**src/rtl/lc3b_mem_arbiter.sv**
```systemverilog
// Serializes the core's split instruction/data memory requests onto one physical
// memory port, with a bounded run of data grants before a waiting fetch is forced.
module lc3b_mem_arbiter #(
    parameter int WORD_W    = 16,
    parameter int MASK_W    = 2,
    parameter int MAX_D_RUN = 4
) (
    input  logic              clk,
    input  logic              reset,

    input  logic              imem_read,
    input  logic [WORD_W-1:0] imem_address,
    output logic [WORD_W-1:0] imem_rdata,
    output logic              imem_resp,

    input  logic              dmem_read,
    input  logic              dmem_write,
    input  logic [WORD_W-1:0] dmem_address,
    input  logic [WORD_W-1:0] dmem_wdata,
    input  logic [MASK_W-1:0] dmem_byte_enable,
    output logic [WORD_W-1:0] dmem_rdata,
    output logic              dmem_resp,

    output logic              mem_read,
    output logic              mem_write,
    output logic [WORD_W-1:0] mem_address,
    output logic [WORD_W-1:0] mem_wdata,
    output logic [MASK_W-1:0] mem_byte_enable,
    input  logic [WORD_W-1:0] mem_rdata,
    input  logic              mem_resp
);

    typedef enum logic [1:0] {
        IDLE,
        SERVE_I,
        SERVE_D
    } state_t;

    state_t state;
    state_t next_state;

    logic [3:0]        d_run;
    logic [WORD_W-1:0] lat_address;
    logic [WORD_W-1:0] lat_wdata;
    logic [MASK_W-1:0] lat_byte_enable;
    logic              lat_write;
    logic              dreq;
    logic              grant_i;
    logic              grant_d;

    assign dreq    = dmem_read | dmem_write;
    assign grant_i = (state == IDLE) && (next_state == SERVE_I);
    assign grant_d = (state == IDLE) && (next_state == SERVE_D);

    always_ff @(posedge clk) begin
        if (reset) begin
            state <= IDLE;
        end else begin
            state <= next_state;
        end
    end

    // Data wins ties until it has taken MAX_D_RUN grants in a row over a waiting fetch.
    always_comb begin
        next_state = state;
        case (state)
            IDLE: begin
                if (dreq && imem_read && (d_run == 4'(MAX_D_RUN))) begin
                    next_state = SERVE_I;
                end else if (dreq) begin
                    next_state = SERVE_D;
                end else if (imem_read) begin
                    next_state = SERVE_I;
                end
            end
            SERVE_I,
            SERVE_D: begin
                if (mem_resp) begin
                    next_state = IDLE;
                end
            end
            default: next_state = IDLE;
        endcase
    end

    always_ff @(posedge clk) begin
        if (reset) begin
            d_run           <= '0;
            lat_address     <= '0;
            lat_wdata       <= '0;
            lat_byte_enable <= '0;
            lat_write       <= 1'b0;
        end else if (grant_d) begin
            lat_address     <= dmem_address;
            lat_wdata       <= dmem_wdata;
            lat_byte_enable <= dmem_write ? dmem_byte_enable : {MASK_W{1'b1}};
            lat_write       <= dmem_write;
            if (!imem_read) begin
                d_run <= '0;
            end else if (d_run != 4'hF) begin
                d_run <= d_run + 4'd1;
            end
        end else if (grant_i) begin
            lat_address     <= imem_address;
            lat_byte_enable <= {MASK_W{1'b1}};
            lat_write       <= 1'b0;
            d_run           <= '0;
        end
    end

    assign mem_address     = lat_address;
    assign mem_wdata       = lat_wdata;
    assign mem_byte_enable = lat_byte_enable;

    // A requester that dropped its request mid-service still finishes at memory, silently.
    always_comb begin
        mem_read   = 1'b0;
        mem_write  = 1'b0;
        imem_resp  = 1'b0;
        dmem_resp  = 1'b0;
        imem_rdata = '0;
        dmem_rdata = '0;
        case (state)
            SERVE_I: begin
                mem_read   = 1'b1;
                imem_resp  = mem_resp & imem_read;
                imem_rdata = mem_rdata;
            end
            SERVE_D: begin
                mem_read   = ~lat_write;
                mem_write  = lat_write;
                dmem_resp  = mem_resp & dreq;
                dmem_rdata = mem_rdata;
            end
            default: begin
            end
        endcase
    end

endmodule

```
**config.mk**
```make
export PLATFORM = sky130hd
export DESIGN_NAME = lc3b_mem_arbiter
export DESIGN_NICKNAME = d
export VERILOG_FILES = /design/src/rtl/lc3b_mem_arbiter.sv
export SDC_FILE = /design/constraint.sdc
export NUM_CORES = 1
export LEC_CHECK = 0
export BUFFER_PORTS_ARGS = -buffer_cell sky130_fd_sc_hd__buf_2
export CAP_MARGIN = 20
export CELL_PAD_IN_SITES_DETAIL_PLACEMENT = 0
export CELL_PAD_IN_SITES_GLOBAL_PLACEMENT = 1
export CORE_UTILIZATION = 29
export DETAILED_ROUTE_END_ITERATION = 6
export HOLD_SLACK_MARGIN = 0.06
export PLACE_DENSITY_LB_ADDON = 0.1
export REMOVE_ABC_BUFFERS = 1
export SLEW_MARGIN = 20
export SYNTH_ARGS = -nofsm -noshare
export SYNTH_HDL_FRONTEND = slang
export SYNTH_SLANG_ARGS = --single-unit
```
**constraint.sdc**
```tcl
create_clock -name clk -period 2.8 [get_ports clk]
set_clock_uncertainty 0.15 [all_clocks]
set_input_delay 0.84 -clock clk [delete_from_list [all_inputs] [get_ports clk]]
set_output_delay 0.84 -clock clk [all_outputs]
set_load 0.02 [all_outputs]
```
==> metrics.csv <==
metric,value,unit
relSlewSlack,0.664,
period_minus_slack,2.62,ns
die_y,88.9,µm
core,0.00729,mm²
ys_types,43,
status,finished clean,
postSynthAreaPerCell,8.09,µm²
synth_common_cells,"dfxtp_1, and2_1, nand2_1, inv_1, a21oi_1",
die_width,88.9,µm
wl_per_cell,12.3,µm
n_antenna_cell,0,
crit_family,simple AND/OR/NAND/NOR gates,
globalplace.congestion,0.774,
vias_per_cell,4.55,
tritoncts,done,
required,1.81,ns
worst_path_most_repeated_cell,buf_2,
nets,498,
crit_buf_inv,2,
htreeDepth,2,
power.switching,542,µW
crit_slowest_cell,or2_2,
ys_warn_count,0,
antenna_found_initial,0,
clock_path_buffers,2,
hold_buffers,0,
synth_ff_type,dfxtp_1,
cpPeakStageDelay,0.34,ns
clkPwrFrac,0.272,
async_flop_share,0,
p_leak,0.00166,µW
cts_setup_buffers,0,
synth_area_leader_cell,dfxtp_1,
setup_tns,0,ns
timing.fmax,381,MHz
grt_max_degree,29,
hpwl,4.90,mm
vias,2363,
area_growth,46.6,%
critPathKind,primary input to primary output,
end_kind,primary output,
clk_latency,0.28,ns
wl,6.38,mm
grt.overflow.total,0,
io_pins,142,
drc_errors,0,
power_density,521,mW/mm²
grt_pass1_wl,9.91,mm
finalMaxSlewViolations,0,
sequentialPowerShare,0.405,
synth_top_area_frac,0.374,
crit_chain,"buf_2, or2_2, and3_1, buf_2",
crit_fanout,5,
cts_sinks,41,
setup_viol,0,
rsz0062_at_grt,false,
ys_ff_latch,41,
dieArea,0.00791,mm²
numPortBuffers,141,
synth_edf_count,0,
layout-drive-gt1-share,0.412,
yosysSeqAreaShare,0.374,
path_clk_slew,0.07,ns
syn_inst,271,
hold_violations,0,
period_share,0.937,
hp-class,flop to flop,
synth.most_common_cell,dfxtp_1,
report.power.total,1670,µW
yosys-top-cells-area,"dfxtp_1, and2_1, mux2i_1, nand2_1, a21oi_1",
max_slew.worst_pin.slew,0.504,ns
arrival,1.63,ns
numCtsBuffers,5,
cts_resized,0,
synth_area,0.00219,mm²
cp-start-kind,primary input,
cap_violations,0,
ir_worst_vdd,0.000298,V
grtUsageTotal,0.160,
swShare,0.324,
initial_core_util,0.301,
p_int,1130,µW
antenna_left,0,
drt_iter0_drc,57,
num_rows,31,
cts-root-buf,clkbuf_8,
grt_pass1_vias,2038,
combPwrFrac,0.323,
drt_first_pass_iters,4,
-- power groups by stage --
stage | Combinational (µW) | Sequential [µW] | Clock [µW]
2_1_floorplan | 244 | 761 | 0
3_3_place_gp | 544 | 690 | 0
3_5_place_dp | 546 | 692 | 0
4_1_cts | 548 | 679 | 475
5_1_grt | 595 | 687 | 498
6_report | 541 | 678 | 454
-- final cells by class --
| type | count | area, µm² |
|---|---|---|
| Timing Repair Buffer | 158 | 858 |
| Fill cell | 817 | 4080 |
| Clock buffer | 5 | 68.8 |
| Clock inverter | 2 | 35.0 |
| Sequential cell | 41 | 822 |
| Inverter | 23 | 86.3 |
| Tap cell | 99 | 124 |
| Multi-Input combinational cell | 191 | 1220 |
-- per-stage QoR --
step | cells | hold WS (ns) | utilization | cell area, µm² | worst slack [ns]
2_1_floorplan | 255 | 0.303 | - | 2120 | -0.670
5_1_grt | 519 | 0.323 | 0.441 | 3210 | 0.0495
4_1_cts | 519 | 0.309 | 0.440 | 3210 | 0.0661
3_3_place_gp | 512 | 0.289 | 0.426 | 3110 | -0.0734
6_report | 519 | 0.306 | 0.441 | 3210 | 0.176
3_5_place_dp | 512 | 0.295 | 0.426 | 3110 | -0.0894
-- state kept, by name, indices dropped and copies added (netlist names) --
signal,cells
lat_write,1
mem_address,16
mem_wdata,16
state,2
d_run,4
mem_byte_enable,2
-- worst min-delay path: stages (launching register included) --
cell      delay, ns
dfxtp_1        0.31
inv_1          0.05
a211oi_1       0.05
-- worst paths after layout --
path	startpoint	to	slack [ns]	cells after the start
worst min-delay path	mem_byte_enable[0]	mem_byte_enable[0]	0.31	2
worst max register to register	state[1]	d_run[0]	0.22	7
worst max-delay path	dmem_read	dmem_resp	0.18	4
worst min register to register	mem_byte_enable[0]	mem_byte_enable[0]	0.31	2
-- placed cells by master (no fill, tap or decap), drive strengths merged, types with 3 or more instances in the layout --
master	n
nor2	4
ha	6
dfxtp	41
nand3	3
nor2b	5
nor3	3
a211oi	3
a21oi	21
mux2i	17
o22ai	16
o21ai	4
nand4	5
and3	3
buf	158
and2	35
or2	3
nand2	35
nand2b	3
inv	23
clkbuf	5
-- per-layer routing --
layer / GRT usage / vias to the layer above / part of all wire
met2: 0.278 / 72 / 0.49
met3: 0.0397 / 5 / 0.064
met1: 0.199 / 1060 / 0.44
met5: 0 / - / 0
li1: - / 1226 / -
met4: 0.0433 / 0 / 0.0069
-- cells by family (layout without fill, tap and decap cells) --
logic type,after synthesis,count (layout),synth area share
DFF,41,41,0.374
and+or+nand+nor,108,108,0.265
adders and majority gates,6,6,0.0342
muxes,17,17,0.0776
AOI/OAI and AO/OA,60,60,0.175
buffers and inverters,39,188,0.0736
Note: power is estimated with default switching activity, not from simulation.
